### src/rtl/mem_arbiter.sv
// Unified RAM port arbiter: data side has priority, a streak limit keeps fetch moving,
// and a watchdog aborts hung accesses. Optional grant/stall counters under ARB_STATS_EN.
module mem_arbiter #(
    parameter int ADDR_W       = 32,
    parameter int DATA_W       = 32,
    parameter int D_STREAK_MAX = 4,
    parameter int TIMEOUT_CYC  = 255
) (
    input  logic              CLK,
    input  logic              nRST,
    input  logic              iREN,
    input  logic [ADDR_W-1:0] iaddr,
    output logic              iwait,
    output logic [DATA_W-1:0] iload,
    input  logic              dREN,
    input  logic              dWEN,
    input  logic [ADDR_W-1:0] daddr,
    input  logic [DATA_W-1:0] dstore,
    output logic              dwait,
    output logic [DATA_W-1:0] dload,
    output logic              ram_ren,
    output logic              ram_wen,
    output logic [ADDR_W-1:0] ram_addr,
    output logic [DATA_W-1:0] ram_store,
    input  logic [DATA_W-1:0] ram_load,
    input  logic              ram_ready,
    output logic              bus_err,
    output logic [31:0]       igrant_cnt,
    output logic [31:0]       dgrant_cnt,
    output logic [31:0]       stall_cnt
);

    localparam int STREAK_W = (D_STREAK_MAX < 1) ? 1 : $clog2(D_STREAK_MAX + 1);
    localparam logic [STREAK_W-1:0] STREAK_LIM = STREAK_W'(D_STREAK_MAX);

    typedef enum logic [1:0] {
        IDLE = 2'd0,
        IACC = 2'd1,
        DACC = 2'd2
    } state_t;

    state_t              state_reg;
    logic [STREAK_W-1:0] streak_reg;
    logic [31:0]         timer_reg;
    logic                ram_ren_reg;
    logic                ram_wen_reg;
    logic [ADDR_W-1:0]   ram_addr_reg;
    logic [DATA_W-1:0]   ram_store_reg;

    logic d_req;
    logic d_pick;
    logic in_acc;
    logic timeout_hit;
    logic finish;

    assign d_req  = dREN | dWEN;
    assign d_pick = d_req && !(iREN && (streak_reg == STREAK_LIM));
    assign in_acc = (state_reg != IDLE);

    generate
        if (TIMEOUT_CYC == 0) begin : g_no_wdog
            assign timeout_hit = 1'b0;
        end else begin : g_wdog
            // A same-cycle ready beats the abort.
            assign timeout_hit = in_acc && !ram_ready && (timer_reg == 32'(TIMEOUT_CYC - 1));
        end
    endgenerate

    assign finish  = (in_acc && ram_ready) || timeout_hit;
    assign bus_err = timeout_hit;

    assign iwait = iREN  && !((state_reg == IACC) && finish);
    assign dwait = d_req && !((state_reg == DACC) && finish);
    assign iload = ((state_reg == IACC) && ram_ready) ? ram_load : '0;
    assign dload = ((state_reg == DACC) && ram_ready) ? ram_load : '0;

    assign ram_ren   = ram_ren_reg;
    assign ram_wen   = ram_wen_reg;
    assign ram_addr  = ram_addr_reg;
    assign ram_store = ram_store_reg;

    always_ff @(posedge CLK or negedge nRST) begin
        if (!nRST) begin
            state_reg     <= IDLE;
            streak_reg    <= '0;
            timer_reg     <= '0;
            ram_ren_reg   <= 1'b0;
            ram_wen_reg   <= 1'b0;
            ram_addr_reg  <= '0;
            ram_store_reg <= '0;
        end else begin
            case (state_reg)
                IDLE: begin
                    if (d_pick) begin
                        state_reg     <= DACC;
                        timer_reg     <= '0;
                        ram_ren_reg   <= !dWEN;
                        ram_wen_reg   <= dWEN;
                        ram_addr_reg  <= daddr;
                        ram_store_reg <= dstore;
                        if (!iREN)
                            streak_reg <= '0;
                        else if (streak_reg != STREAK_LIM)
                            streak_reg <= streak_reg + 1'b1;
                    end else if (iREN) begin
                        state_reg     <= IACC;
                        timer_reg     <= '0;
                        ram_ren_reg   <= 1'b1;
                        ram_wen_reg   <= 1'b0;
                        ram_addr_reg  <= iaddr;
                        ram_store_reg <= '0;
                        streak_reg    <= '0;
                    end
                end
                IACC, DACC: begin
                    if (finish) begin
                        state_reg   <= IDLE;
                        ram_ren_reg <= 1'b0;
                        ram_wen_reg <= 1'b0;
                    end else begin
                        timer_reg <= timer_reg + 32'd1;
                    end
                end
                default: begin
                    state_reg   <= IDLE;
                    ram_ren_reg <= 1'b0;
                    ram_wen_reg <= 1'b0;
                end
            endcase
        end
    end

`ifdef ARB_STATS_EN
    // Index 0: I grants, 1: D grants, 2: stall cycles.
    logic [31:0] cnt_reg [3];
    logic [2:0]  cnt_inc;

    assign cnt_inc[0] = (state_reg == IDLE) && !d_pick && iREN;
    assign cnt_inc[1] = (state_reg == IDLE) && d_pick;
    assign cnt_inc[2] = iwait | dwait;

    genvar gi;
    generate
        for (gi = 0; gi < 3; gi++) begin : g_cnt
            always_ff @(posedge CLK or negedge nRST) begin
                if (!nRST)
                    cnt_reg[gi] <= '0;
                else if (cnt_inc[gi])
                    cnt_reg[gi] <= cnt_reg[gi] + 32'd1;
            end
        end
    endgenerate

    assign igrant_cnt = cnt_reg[0];
    assign dgrant_cnt = cnt_reg[1];
    assign stall_cnt  = cnt_reg[2];
`else
    assign igrant_cnt = '0;
    assign dgrant_cnt = '0;
    assign stall_cnt  = '0;
`endif

endmodule

### config.mk
export PLATFORM = sky130hd
export DESIGN_NAME = mem_arbiter
export DESIGN_NICKNAME = d
export VERILOG_FILES = /design/src/rtl/mem_arbiter.sv
export SDC_FILE = /design/constraint.sdc
export NUM_CORES = 1
export LEC_CHECK = 0
export CORE_AREA = 2 2 140 142
export DETAILED_ROUTE_END_ITERATION = 12
export DIE_AREA = 0 0 142 144
export PLACE_DENSITY = 0.84
export SLEW_MARGIN = 5
export SYNTH_ARGS = -nofsm -noshare
export SYNTH_HDL_FRONTEND = slang
export SYNTH_SLANG_ARGS = --single-unit
### constraint.sdc
create_clock -name CLK -period 4.55 [get_ports CLK]
set_input_delay 0.455 -clock CLK [delete_from_list [all_inputs] [get_ports CLK]]
set_output_delay 0.455 -clock CLK [all_outputs]
set_load 0.005 [all_outputs]
After elaboration in Yosys (flattened, before gate mapping)
Index checks and enable logic that the tools add are counted.
{ "word_totals": {"reg_bits": 103, "latch_bits": 0, "mem_bits_rw": 0, "rom_bits": 0, "in_bits": 134, "out_inout_bits": 229, "mem_count": 0} }
{ "op_classes": {"add_sub_neg": 2, "mul": 0, "div_mod_pow": 0, "order_cmp": 0, "eq_ne": 9, "n_shift": 0, "mux": 24, "n_bitwise": 1, "reduce_logical": 26} }
{ "ops": {"columns": ["op", "n"], "rows": [
  ["$mux W32", 8],
  ["$pmux W32 S2", 1],
  ["$add A32 B1 Y32 const B", 1],
  ["$eq A32 B8 Y1 const B", 1],
  ["$mux W3", 4],
  ["$logic_and A1 B1 Y1", 11],
  ["$mux W2", 3],
  ["$ne A3 B3 Y1 const B", 2],
  ["$reduce_and A3 Y1", 2],
  ["$reduce_bool A2 Y1", 3],
  ["$logic_not A1 Y1", 5],
  ["$mux W1", 5],
  ["$ne A2 B2 Y1 const B", 2],
  ["$pmux W1 S2", 2],
  ["$pmux W2 S2", 1],
  ["$reduce_and A2 Y1", 2],
  ["$add A3 B1 Y3 const B", 1],
  ["$eq A3 B3 Y1 const B", 1],
  ["$ne A3 B2 Y1 const B", 1],
  ["$eq A2 B1 Y1 const B", 1],
  ["$eq A2 B2 Y1 const B", 1],
  ["$logic_not A2 Y1", 1],
  ["$reduce_or A2 Y1", 1],
  ["$logic_or A1 B1 Y1", 1],
  ["$or A1 B1 Y1", 1]
]} }

Logic depth before layout (Yosys ltp)
{ "depth": {"word_depth": 7, "ltp_mapped": 9} }

Least setup slack after synthesis
No wires, ideal clock.
{ "synth_path": {"path_type": "flip-flop to output port", "start": "register timer_reg[0]", "end": "output iwait", "t_arrival_ns": 1.586, "t_required_ns": 4.095, "path_slack_ns": 2.509, "stages_incl_launch_ff": 8, "n_path_buf": 0, "cell_sequence": "dfrtp_1 > inv_1 > ha_1 > nor4b_1 > nand4_1 > nor3_2 > nand2b_1 > a21boi_0"} }
{ "synth_via": {"elab_chain_cells": 6} }
{ "synth_rtl": {"columns": ["item", "line", "text"], "rows": [
  ["start: declaration", "44", "logic [31:0] timer_reg;"],
  ["start signal: assignment", "121", "timer_reg <= timer_reg + 32'd1;"],
  ["$eq A32 B8 Y1", "65", "assign timeout_hit = in_acc && !ram_ready && (timer_reg == 32'(TIMEOUT_CYC - 1));"],
  ["$logic_and A1 B1 Y1", "65", null],
  ["$logic_or A1 B1 Y1", "69", "assign finish = (in_acc && ram_ready) || timeout_hit;"],
  ["$logic_and A1 B1 Y1", "72", "assign iwait = iREN && !((state_reg == IACC) && finish);"],
  ["$logic_not A1 Y1", "72", null],
  ["$logic_and A1 B1 Y1", "72", null],
  ["end: declaration", "13", "output logic iwait,"]
]} }
Every way passes these cells.

Final worst setup path
{ "layout_path": {"start": "register state_reg[0]", "end": "output bus_err"} }
{ "layout_via": {"elab_chain_cells": 3} }
{ "layout_rtl": {"columns": ["item", "line", "text"], "rows": [
  ["start: declaration", "42", "state_t state_reg;"],
  ["start signal: assignment", "84", "state_reg <= IDLE;"],
  ["start signal: assignment", "95", "state_reg <= DACC;"],
  ["start signal: assignment", "106", "state_reg <= IACC;"],
  ["$reduce_bool A2 Y1", "58", "assign in_acc = (state_reg != IDLE);"],
  ["$logic_and A1 B1 Y1 (2 in a row)", "65", null],
  ["end: declaration", "27", "output logic bus_err,"]
]} }
Every way passes these cells.

==> flow_summary.yaml <==
outcome:
  outcome: "completed"
sta:
  finalSetupTns_ns: 0
  tightest_slew_ns: 1.01
  holdWs_ns: 0.240
  rsz0062_at_grt: "false"
  min_period_over_period_pct: 69.7
  finalClockSkew_ns: 0.00852
  hold_violations: 0
  slew_headroom_pct: 32.7
  max_freq_mhz: 315
  layout_setup_ws_ns: 1.38
  slew_viol_final: 0
  finalSetupViolations: 0
  min_period_ns: 3.17
grt:
  grt_pass1_vias: 5438
  busiest_layer: "met2"
  grt_use_met2_pct: 30.2
  grtUsageMet3_pct: 4.27
  grt_max_degree: 73
  grt_antenna_before_repair: 0
  grt_pass1_wl_um: 29400
  groute.usage.overall_pct: 17.9
  grt_remaining_overflow: 0
  met1_usage_pct: 22.9
critical_path:
  ff2ff_path_depth: 5
  end_kind: "output port"
  crit_path_start_kind: "flop"
  cp.required_ns: 4.09
  r2r_end: "timer_reg[5]"
  arrival_ns: 2.72
  r2r_start: "state_reg[1]"
  reg2reg_slack_ns: 1.76
  cp_max_fo: 17
  worst-setup-path-type: "reg2out"
clock_tree:
  htreeDepth: 3
  postCtsSetupBuffers: 0
  cts_tree: "done"
  cts_buffers: 9
  path_clk_slew_ns: 0.07
  clkLatencyLatePin_ns: 0.34
  root_buffer: "clkbuf_16"
  cts_resized: 0
  clock_sinks: 103
  ctsHoldBuffers: 0
  clockBufferDepth: 2
yosys:
  synth_largest_area_cell: "dfrtp_1"
  syn_inst: 677
  ys_ff_latch: 103
  yosys-top-cells-area: "dfrtp_1 41%, buf_4 12%, mux2i_1 7.8%, and3_1 6.6%, a22o_1 4.8%"
  synth_top_area_share_pct: 41.2
  synth_area_per_cell_um2: 9.24
  synth_warnings: 0
  seq_area_frac_synth_pct: 41.2
  async_flop_share_pct: 100
  ys_types: 51
  synth-edff-count: 0
  syn_area_um2: 6260
  synthFlopType: "dfrtp_1"
route:
  vias_per_cell: 4.94
  drt_iter0_markers: 319
  postRouteAntennaNets: 0
  wl_per_cell_um: 16.1
  routed-via-count: 5721
  routed_wl_um: 18600
  first_pass_iters: 5
  drc_errors: 0
placed_design:
  placed_area_um2: 8750
  placed_cells: 1141
  io_buffers: 266
  dp_slack_ns: 1.58
  hpwl_um: 14000
  place_congestion: 0.852
cells_and_area:
  layout.cells.non_filler: 1157
  syn2layout_area_growth_pct: 44.8
  drive_gt1_share_pct: 4.24
  nFillCells: 1784
  design_area_um2: 9060
  nNetsFinal: 1055
  diodes: 0
  utilization_pct: 47.5
hold_path:
  hold_class: "in2async"
die:
  io_pins: 363
  chipHeight_um: 144
  coreArea_um2: 19100
  initial_core_util_pct: 32.8
  die_w_um: 142
  dieArea_um2: 20400
  rows: 51
job:
  cap_viol_max_count: 0
power:
  finalPower_mw: 4.18
  ir_worst_vdd_uv: 307
  leakagePower_nw: 4.29
  power.density_nw_per_um2: 462
[cells in the mapped netlist (3+ instances only)]
cell      instances
or4_1             3
dfrtp_1         103
buf_1             3
nor2_1           28
and4_1            5
nor4_1            5
buf_4            99
a22o_1           34
nand3_1          22
mux2i_1          49
o211ai_1          6
nand2_1          70
nor3_1            8
a21oi_1          10
nand4_1          11
ha_1              7
and3_1           66
o21ai_0          54
a221o_1           3
buf_2             8
inv_1             9
clkbuf_1         32
a32o_1            3
nand2b_1          3
[routing by layer]
layer	routed length, µm	part of all wire (%)	up-vias
met2	9560	51	242
met3	1240	6.6	32
li1	-	-	2692
met4	365	2.0	0
met5	0	0	-
met1	7450	40	2755
[worst max-delay path: stages (launching register included)]
cell             delay (ns)
dfrtp_1                0.39
inv_1                  0.08
ha_1                   0.30
nor2_1                 0.35
nand4_1                0.17
nor3_2                 0.23
buf_4                  0.28
clkdlybuf4s50_1        0.58
[cell families (layout without fill, tap and decap cells)]
| kind of cell | count (synthesis) | in the layout | share of synthesized area, % |
|---|---|---|---|
| AO/OA/AOI/OAI | 123 | 123 | 13.3 |
| adder cells (fa/ha/maj) | 7 | 7 | 1.40 |
| other | 1 | 96 | 0.0599 |
| buffers and inverters | 152 | 299 | 15.2 |
| multiplexers | 50 | 50 | 8.02 |
| flip-flops | 103 | 103 | 41.2 |
| AND/OR/NAND/NOR | 241 | 241 | 20.8 |
[final cells by class]
| class | instances | area (µm²) | share of cell area (%) |
|---|---|---|---|
| inverter | 9 | 33.8 | 0.373 |
| sequential | 103 | 2580 | 28.4 |
| tap | 238 | 298 | 3.29 |
| multi-input combinational | 517 | 3130 | 34.5 |
| clock inverter | 6 | 68.8 | 0.759 |
| clock buffer | 10 | 239 | 2.64 |
| timing repair buffer | 274 | 2720 | 30.0 |
[power breakdown]
part,switching [mW],internal [mW],total (mW)
clock,0.356,0.446,0.802
sequential,0.195,1.22,1.42
combinational,0.950,1.02,1.97
[cell usage in the layout (no fill, tap or decap), types with 3 or more instances in the layout]
cell and count:
a21oi_1 9, a221o_1 3, a22o_1 34, a32o_1 3
and3_1 66, and4_1 5, buf_4 9, clkbuf_16 9
clkdlybuf4s50_1 265, conb_1 96, dfrtp_1 103, ha_1 7
inv_1 9, mux2i_1 49, nand2_1 70, nand2b_1 3
nand3_1 22, nand4_1 11, nor2_1 28, nor3_1 8
nor4_1 5, o211ai_1 6, o21ai_0 54, or4_1 3
[worst max-delay path by stage]
| stage | start | to | slack (ns) | cells after the start |
|---|---|---|---|---|
| 3_5_place_dp | iREN | timer_reg[15] | 1.58 | 7 |
| 4_1_cts | state_reg[1] | bus_err | 1.36 | 7 |
| 5_1_grt | state_reg[0] | bus_err | 1.19 | 7 |
| 6_report | state_reg[0] | bus_err | 1.38 | 7 |
| 3_3_place_gp | iREN | timer_reg[24] | 1.64 | 7 |
| 2_1_floorplan | timer_reg[0] | iwait | 2.51 | 7 |
No activity file was read; power rests on OpenSTA's default activity.
